**src/rtl/apb_req_queue.sv**
```systemverilog
// apb_req_queue: command FIFO and sequencer feeding an APB master.
// Buffers read/write commands and issues them one at a time on
// transfer/PWRITE/address/data, then returns read data on a
// valid/ready response port.
//
// Ports:
//   PCLK, PRESETn       clock, synchronous active-low reset
//   cmd_*               producer command port (valid/ready)
//   transfer, PWRITE,
//   APB_*_ADDRESS,
//   APB_DATA            registered request to the APB master
//   xfer_done,
//   APB_read_data_out   completion pulse and read data from master
//   rsp_*               read response port (valid/ready)
//   count               occupied entries
//   err_stray           sticky: xfer_done seen outside ISSUE
module apb_req_queue #(
    parameter int DEPTH  = 8,
    parameter int ADDR_W = 32,
    parameter int DATA_W = 32
) (
    input  logic                       PCLK,
    input  logic                       PRESETn,
    input  logic                       cmd_valid,
    output logic                       cmd_ready,
    input  logic                       cmd_write,
    input  logic [ADDR_W-1:0]          cmd_addr,
    input  logic [DATA_W-1:0]          cmd_wdata,
    output logic                       transfer,
    output logic                       PWRITE,
    output logic [ADDR_W-1:0]          APB_write_ADDRESS,
    output logic [ADDR_W-1:0]          APB_read_ADDRESS,
    output logic [DATA_W-1:0]          APB_DATA,
    input  logic                       xfer_done,
    input  logic [DATA_W-1:0]          APB_read_data_out,
    output logic                       rsp_valid,
    output logic [DATA_W-1:0]          rsp_rdata,
    input  logic                       rsp_ready,
    output logic [$clog2(DEPTH+1)-1:0] count,
    output logic                       err_stray
);

    localparam int PW = $clog2(DEPTH);
    localparam int CW = $clog2(DEPTH+1);

    typedef enum logic [1:0] {
        S_IDLE,
        S_ISSUE,
        S_RESP
    } state_e;

    state_e state_q, state_d;

    logic              wr_mem_q   [DEPTH];
    logic [ADDR_W-1:0] addr_mem_q [DEPTH];
    logic [DATA_W-1:0] data_mem_q [DEPTH];

    logic [PW-1:0] wr_ptr_q, wr_ptr_d;
    logic [PW-1:0] rd_ptr_q, rd_ptr_d;
    logic [CW-1:0] count_q, count_d;

    logic              transfer_q, transfer_d;
    logic              pwrite_q, pwrite_d;
    logic [ADDR_W-1:0] waddr_q, waddr_d;
    logic [ADDR_W-1:0] raddr_q, raddr_d;
    logic [DATA_W-1:0] wdata_q, wdata_d;
    logic              rsp_valid_q, rsp_valid_d;
    logic [DATA_W-1:0] rsp_rdata_q, rsp_rdata_d;
    logic              err_q, err_d;

    logic              push;
    logic              pop;
    logic              head_write;
    logic [ADDR_W-1:0] head_addr;
    logic [DATA_W-1:0] head_wdata;

    assign cmd_ready  = (count_q != CW'(DEPTH));
    assign push       = cmd_valid && cmd_ready;
    assign head_write = wr_mem_q[rd_ptr_q];
    assign head_addr  = addr_mem_q[rd_ptr_q];
    assign head_wdata = data_mem_q[rd_ptr_q];

    always_comb begin
        state_d     = state_q;
        transfer_d  = transfer_q;
        pwrite_d    = pwrite_q;
        waddr_d     = waddr_q;
        raddr_d     = raddr_q;
        wdata_d     = wdata_q;
        rsp_valid_d = rsp_valid_q;
        rsp_rdata_d = rsp_rdata_q;
        err_d       = err_q;
        pop         = 1'b0;

        unique case (state_q)
            S_IDLE: begin
                if (xfer_done) err_d = 1'b1;
                if (count_q != '0) begin
                    state_d    = S_ISSUE;
                    transfer_d = 1'b1;
                    pwrite_d   = head_write;
                    if (head_write) begin
                        waddr_d = head_addr;
                        raddr_d = '0;
                        wdata_d = head_wdata;
                    end else begin
                        waddr_d = '0;
                        raddr_d = head_addr;
                        wdata_d = '0;
                    end
                end
            end
            S_ISSUE: begin
                if (xfer_done) begin
                    pop        = 1'b1;
                    transfer_d = 1'b0;
                    if (pwrite_q) begin
                        state_d = S_IDLE;
                    end else begin
                        state_d     = S_RESP;
                        rsp_valid_d = 1'b1;
                        rsp_rdata_d = APB_read_data_out;
                    end
                end
            end
            S_RESP: begin
                if (xfer_done) err_d = 1'b1;
                if (rsp_ready) begin
                    rsp_valid_d = 1'b0;
                    state_d     = S_IDLE;
                end
            end
            default: state_d = S_IDLE;
        endcase
    end

    always_comb begin
        wr_ptr_d = push ? wr_ptr_q + PW'(1) : wr_ptr_q;
        rd_ptr_d = pop  ? rd_ptr_q + PW'(1) : rd_ptr_q;
        count_d  = count_q;
        unique case ({push, pop})
            2'b10:   count_d = count_q + CW'(1);
            2'b01:   count_d = count_q - CW'(1);
            default: count_d = count_q;
        endcase
    end

    // Storage needs no reset: entries are only read when count says so.
    always_ff @(posedge PCLK) begin
        if (push) begin
            wr_mem_q[wr_ptr_q]   <= cmd_write;
            addr_mem_q[wr_ptr_q] <= cmd_addr;
            data_mem_q[wr_ptr_q] <= cmd_wdata;
        end
    end

    always_ff @(posedge PCLK) begin
        if (!PRESETn) begin
            state_q     <= S_IDLE;
            wr_ptr_q    <= '0;
            rd_ptr_q    <= '0;
            count_q     <= '0;
            transfer_q  <= 1'b0;
            pwrite_q    <= 1'b0;
            waddr_q     <= '0;
            raddr_q     <= '0;
            wdata_q     <= '0;
            rsp_valid_q <= 1'b0;
            rsp_rdata_q <= '0;
            err_q       <= 1'b0;
        end else begin
            state_q     <= state_d;
            wr_ptr_q    <= wr_ptr_d;
            rd_ptr_q    <= rd_ptr_d;
            count_q     <= count_d;
            transfer_q  <= transfer_d;
            pwrite_q    <= pwrite_d;
            waddr_q     <= waddr_d;
            raddr_q     <= raddr_d;
            wdata_q     <= wdata_d;
            rsp_valid_q <= rsp_valid_d;
            rsp_rdata_q <= rsp_rdata_d;
            err_q       <= err_d;
        end
    end

    assign transfer          = transfer_q;
    assign PWRITE            = pwrite_q;
    assign APB_write_ADDRESS = waddr_q;
    assign APB_read_ADDRESS  = raddr_q;
    assign APB_DATA          = wdata_q;
    assign rsp_valid         = rsp_valid_q;
    assign rsp_rdata         = rsp_rdata_q;
    assign count             = count_q;
    assign err_stray         = err_q;

endmodule

```
**config.mk**
```make
export PLATFORM = sky130hd
export DESIGN_NAME = apb_req_queue
export DESIGN_NICKNAME = d
export VERILOG_FILES = /design/src/rtl/apb_req_queue.sv
export SDC_FILE = /design/constraint.sdc
export NUM_CORES = 1
export LEC_CHECK = 0
export BUFFER_PORTS_ARGS = -buffer_cell sky130_fd_sc_hd__buf_2
export CORE_MARGIN = 3
export CORE_UTILIZATION = 60
export CTS_CLUSTER_DIAMETER = 60
export CTS_CLUSTER_SIZE = 16
export DETAILED_ROUTE_END_ITERATION = 10
export GPL_ROUTABILITY_DRIVEN = 0
export MAX_ROUTING_LAYER = met4
export PLACE_DENSITY = 0.81
export SLEW_MARGIN = 20
export SYNTH_ARGS = -nofsm -noshare
export SYNTH_HDL_FRONTEND = slang
export SYNTH_SLANG_ARGS = --single-unit
```
**constraint.sdc**
```tcl
create_clock -name PCLK -period 16.85 [get_ports PCLK]
set_input_delay 0.8425 -clock PCLK [delete_from_list [all_inputs] [get_ports PCLK]]
set_output_delay 0.8425 -clock PCLK [all_outputs]
set_load 0.03 [all_outputs]
```
==> impl_metrics.csv <==
group,metric,value,unit
status,status,"complete, no violations",
sta,finalSetupTns,0,ns
sta,fin_crit,3.760,ns
setup_path,arrival,4.18,ns
sta,max_freq,266.0,MHz
yosys,yosysTopAreaCell,"edfxtp_1",
power_and_ir_drop,leakagePower,9.059,nW
detailed_routing,wl,48610,um
detailed_routing,drc,0,
floorplan,fp.dieArea,42930,um2
cts,cts_max_level,2,
floorplan,fp.dieW,207.2,um
cells_and_area,stdcell_area,27430,um2
placed_design,placed_cells,1919,
cells_and_area,fill_cells,2518,
yosys,synth_compound_area_share,4.560,%
cts,post_cts_resized,0,
global_routing,grt_use_total,23.31,%
global_routing,grt_pass1_wl,74500,um
power_and_ir_drop,ir_drop,0.0001139,V
floorplan,core_area,39820,um2
sta,rsz0062_at_grt,"no",
cells_and_area,multi_input_area,5434,um2
cts,numClockSinks,667,
power_and_ir_drop,p_total,3.674,mW
yosys,synth_xor_area_share,0.2524,%
placed_design,io_buffers,238,
yosys,ys.flop_type,"edfxtp_1",
global_routing,overflow,0,
cts,clk-insertion-delay-late,0.59,ns
yosys,synthAdderAreaFrac,0.2576,%
cells_and_area,drive_gt1_share,31.33,%
cts,cts.clk_slew.worst_paths,0.07,ns
global_routing,antenna_found_initial,10,
placed_design,post_dp_cell_area,26010,um2
cells_and_area,stdcell_count,2018,
placed_design,place_ws,12.72,ns
yosys,synth_top_family_by_area,"multiplexers",
setup_path,crit_path_end_kind,"flop",
sta,min_period_over_period,22.31,%
power_and_ir_drop,p_per_area,133.9,nW/um2
cts,cts_setup_buffers,0,
detailed_routing,drt-pass1-iter-count,6,
yosys,synth.cell_area,24290,um2
job,drv_cap,0,
detailed_routing,vias_per_cell,5.968,
sta,layout_setup_ws,13.09,ns
floorplan,die_h,207.2,um
cells_and_area,final_nets,1551,
placed_design,place_hpwl,26840,um
floorplan,initial_core_util,60.98,%
setup_path,path_max_fanout,64,
detailed_routing,wire_per_inst,24.09,um
cells_and_area,regArea,18570,um2
cts,cts_tree,"built",
yosys,synth_top_area_share,64.30,%
setup_path,worstSetupPathType,"flop to flop",
sta,skew,0.01901,ns
yosys,synth-edff-count,520,
yosys,ys_types,40,
yosys,synthArstFlopShare,0,%
yosys,synthCells,1207,
detailed_routing,detail-route-antenna-nets,0,
global_routing,first_global_vias,12590,
floorplan,fp-row-count,73,
global_routing,grt_max_degree,65,
cts,cts_inserted_buffers,48,
yosys,ys_ff_latch,667,
setup_path,critPathLaunchType,"flop",
sta,finalHoldViolCount,0,
yosys,ys_seq_area_share,76.41,%
yosys,ys.warnings.count,0,
sta,finalSetupViolCount,0,
cts,clockBufferDepth,3,
yosys,synth_fp_nets,1314,
worst_hold_path,hold_path.class,"flop to flop",
sta,maxSlewViolCount,0,
detailed_routing,drt_iter0_drc,857,
floorplan,ios,239,
cells_and_area,syn_to_final_growth,12.95,%
detailed_routing,num_vias,12040,
yosys,synthMuxAreaShare,14.87,%
yosys,yosys.area_share.simple,2.164,%
cts,hold_buffers,0,
yosys,syn_avg_cell_area,20.12,um2
sta,worstMarginPinSlew,1.044,ns
setup_path,crit_required,17.27,ns
yosys,ys_top_cells_by_area,"edfxtp_1 64%, dfxtp_1 12%, mux4_2 12%, o2bb2ai_1 3.3%, mux2i_1 2.7%",
cts,cts_root_buffer,"clkbuf_16",
sta,maxSlewHeadroom,30.39,%
## critical path: stages (launching register included)
cell,delay (ns)
dfxtp_4,1.00
buf_6,0.67
mux2_2,0.42
mux4_2,0.51
nand3_4,0.79
o2bb2ai_1,0.16
## cells in the mapped netlist (2+ instances only)
cell / count
buf_6: 4
nor2_1: 16
nand2b_1: 4
mux2i_1: 66
nand3_1: 5
o2bb2ai_1: 92
o21ai_0: 5
edfxtp_1: 520
mux2_2: 3
o2bb2ai_2: 4
a21oi_1: 40
ha_1: 5
nor3_1: 4
clkbuf_1: 26
buf_1: 9
nand2_1: 71
buf_4: 7
buf_2: 24
inv_1: 2
dfxtp_1: 147
xor2_1: 6
mux4_2: 129
## final timing paths
kind | cells after the start | startpoint | slack [ns] | endpoint
worst min-delay path | 2 | rsp_rdata[27]$_SDFFE_PN0P_ | 0.46 | rsp_rdata[27]$_SDFFE_PN0P_
worst min register to register | 2 | rsp_rdata[27]$_SDFFE_PN0P_ | 0.46 | rsp_rdata[27]$_SDFFE_PN0P_
worst max register to register | 5 | flop | 13.09 | APB_write_ADDRESS[27]$_SDFFE_PN0P_
worst max-delay path | 5 | flop | 13.09 | APB_write_ADDRESS[27]$_SDFFE_PN0P_
## flip-flops by register name (all words and copies together) (netlist names), 2 cells and up, named ones only
register	flops
wr_ptr_q	3
wr_mem_q	8
state_q	2
rsp_rdata	32
addr_mem_q	256
APB_read_ADDRESS	32
APB_DATA	32
APB_write_ADDRESS	32
rd_ptr_q	3
data_mem_q	256
count	4
## routing by layer
| metal | share of wire (%) | vias to the layer above | track usage (%) |
|---|---|---|---|
| met2 | 51 | 364 | 38.23 |
| li1 | - | 5379 | - |
| met4 | 2.0 | 0 | 6.156 |
| met3 | 6.4 | 77 | 5.149 |
| met1 | 40 | 6223 | 30.15 |
| met5 | 0 | - | - |
## kinds of logic after synthesis
kind of cell	Yosys count
flip-flops	667
AND/OR/NAND/NOR	113
multiplexers	199
buffers and inverters	73
AO/OA/AOI/OAI	143
adder cells (fa/ha/maj)	5
XOR/XNOR	7
## area by class of cell
cell class                      count  area share, %
Antenna cell                       12         0.1095
Clock buffer                       82          4.922
Clock inverter                      5         0.1049
Inverter                            3        0.04105
Multi-Input combinational cell    467          19.81
Sequential cell                   667          67.70
Tap cell                          525          2.395
Timing Repair Buffer              257          4.922
## stage by stage
stage	utilization, %	hold slack (ns)
floorplan	-	0.4541
global placement	65.26	0.4384
detailed placement	65.31	0.4414
CTS	68.78	0.4425
global route	68.87	0.4535
finish	68.88	0.4554
## power by group
part,internal [mW],switching [mW],leakage (nW)
Clock,0.546,0.521,0.660
Sequential,1.90,0.0833,5.92
Combinational,0.220,0.407,2.48
## layout by cell type (no fill, tap or decap), types with 3 or more instances in the layout
master     instances
diode_2           12
mux2_2             3
clkbuf_1          33
ha_1               5
dfxtp_4            3
clkbuf_16         49
buf_2            238
nor3_2             4
nor2_4             5
dfxtp_1          144
nand2b_1           3
nand3_1            5
mux4_2           129
o2bb2ai_1         92
nor2_1            12
o21ai_0            5
mux2i_1           66
buf_4             17
o2bb2ai_2          4
a21oi_1           40
nand2_1           71
xor2_1             6
edfxtp_1         520
(Power assumes the default switching activity.)
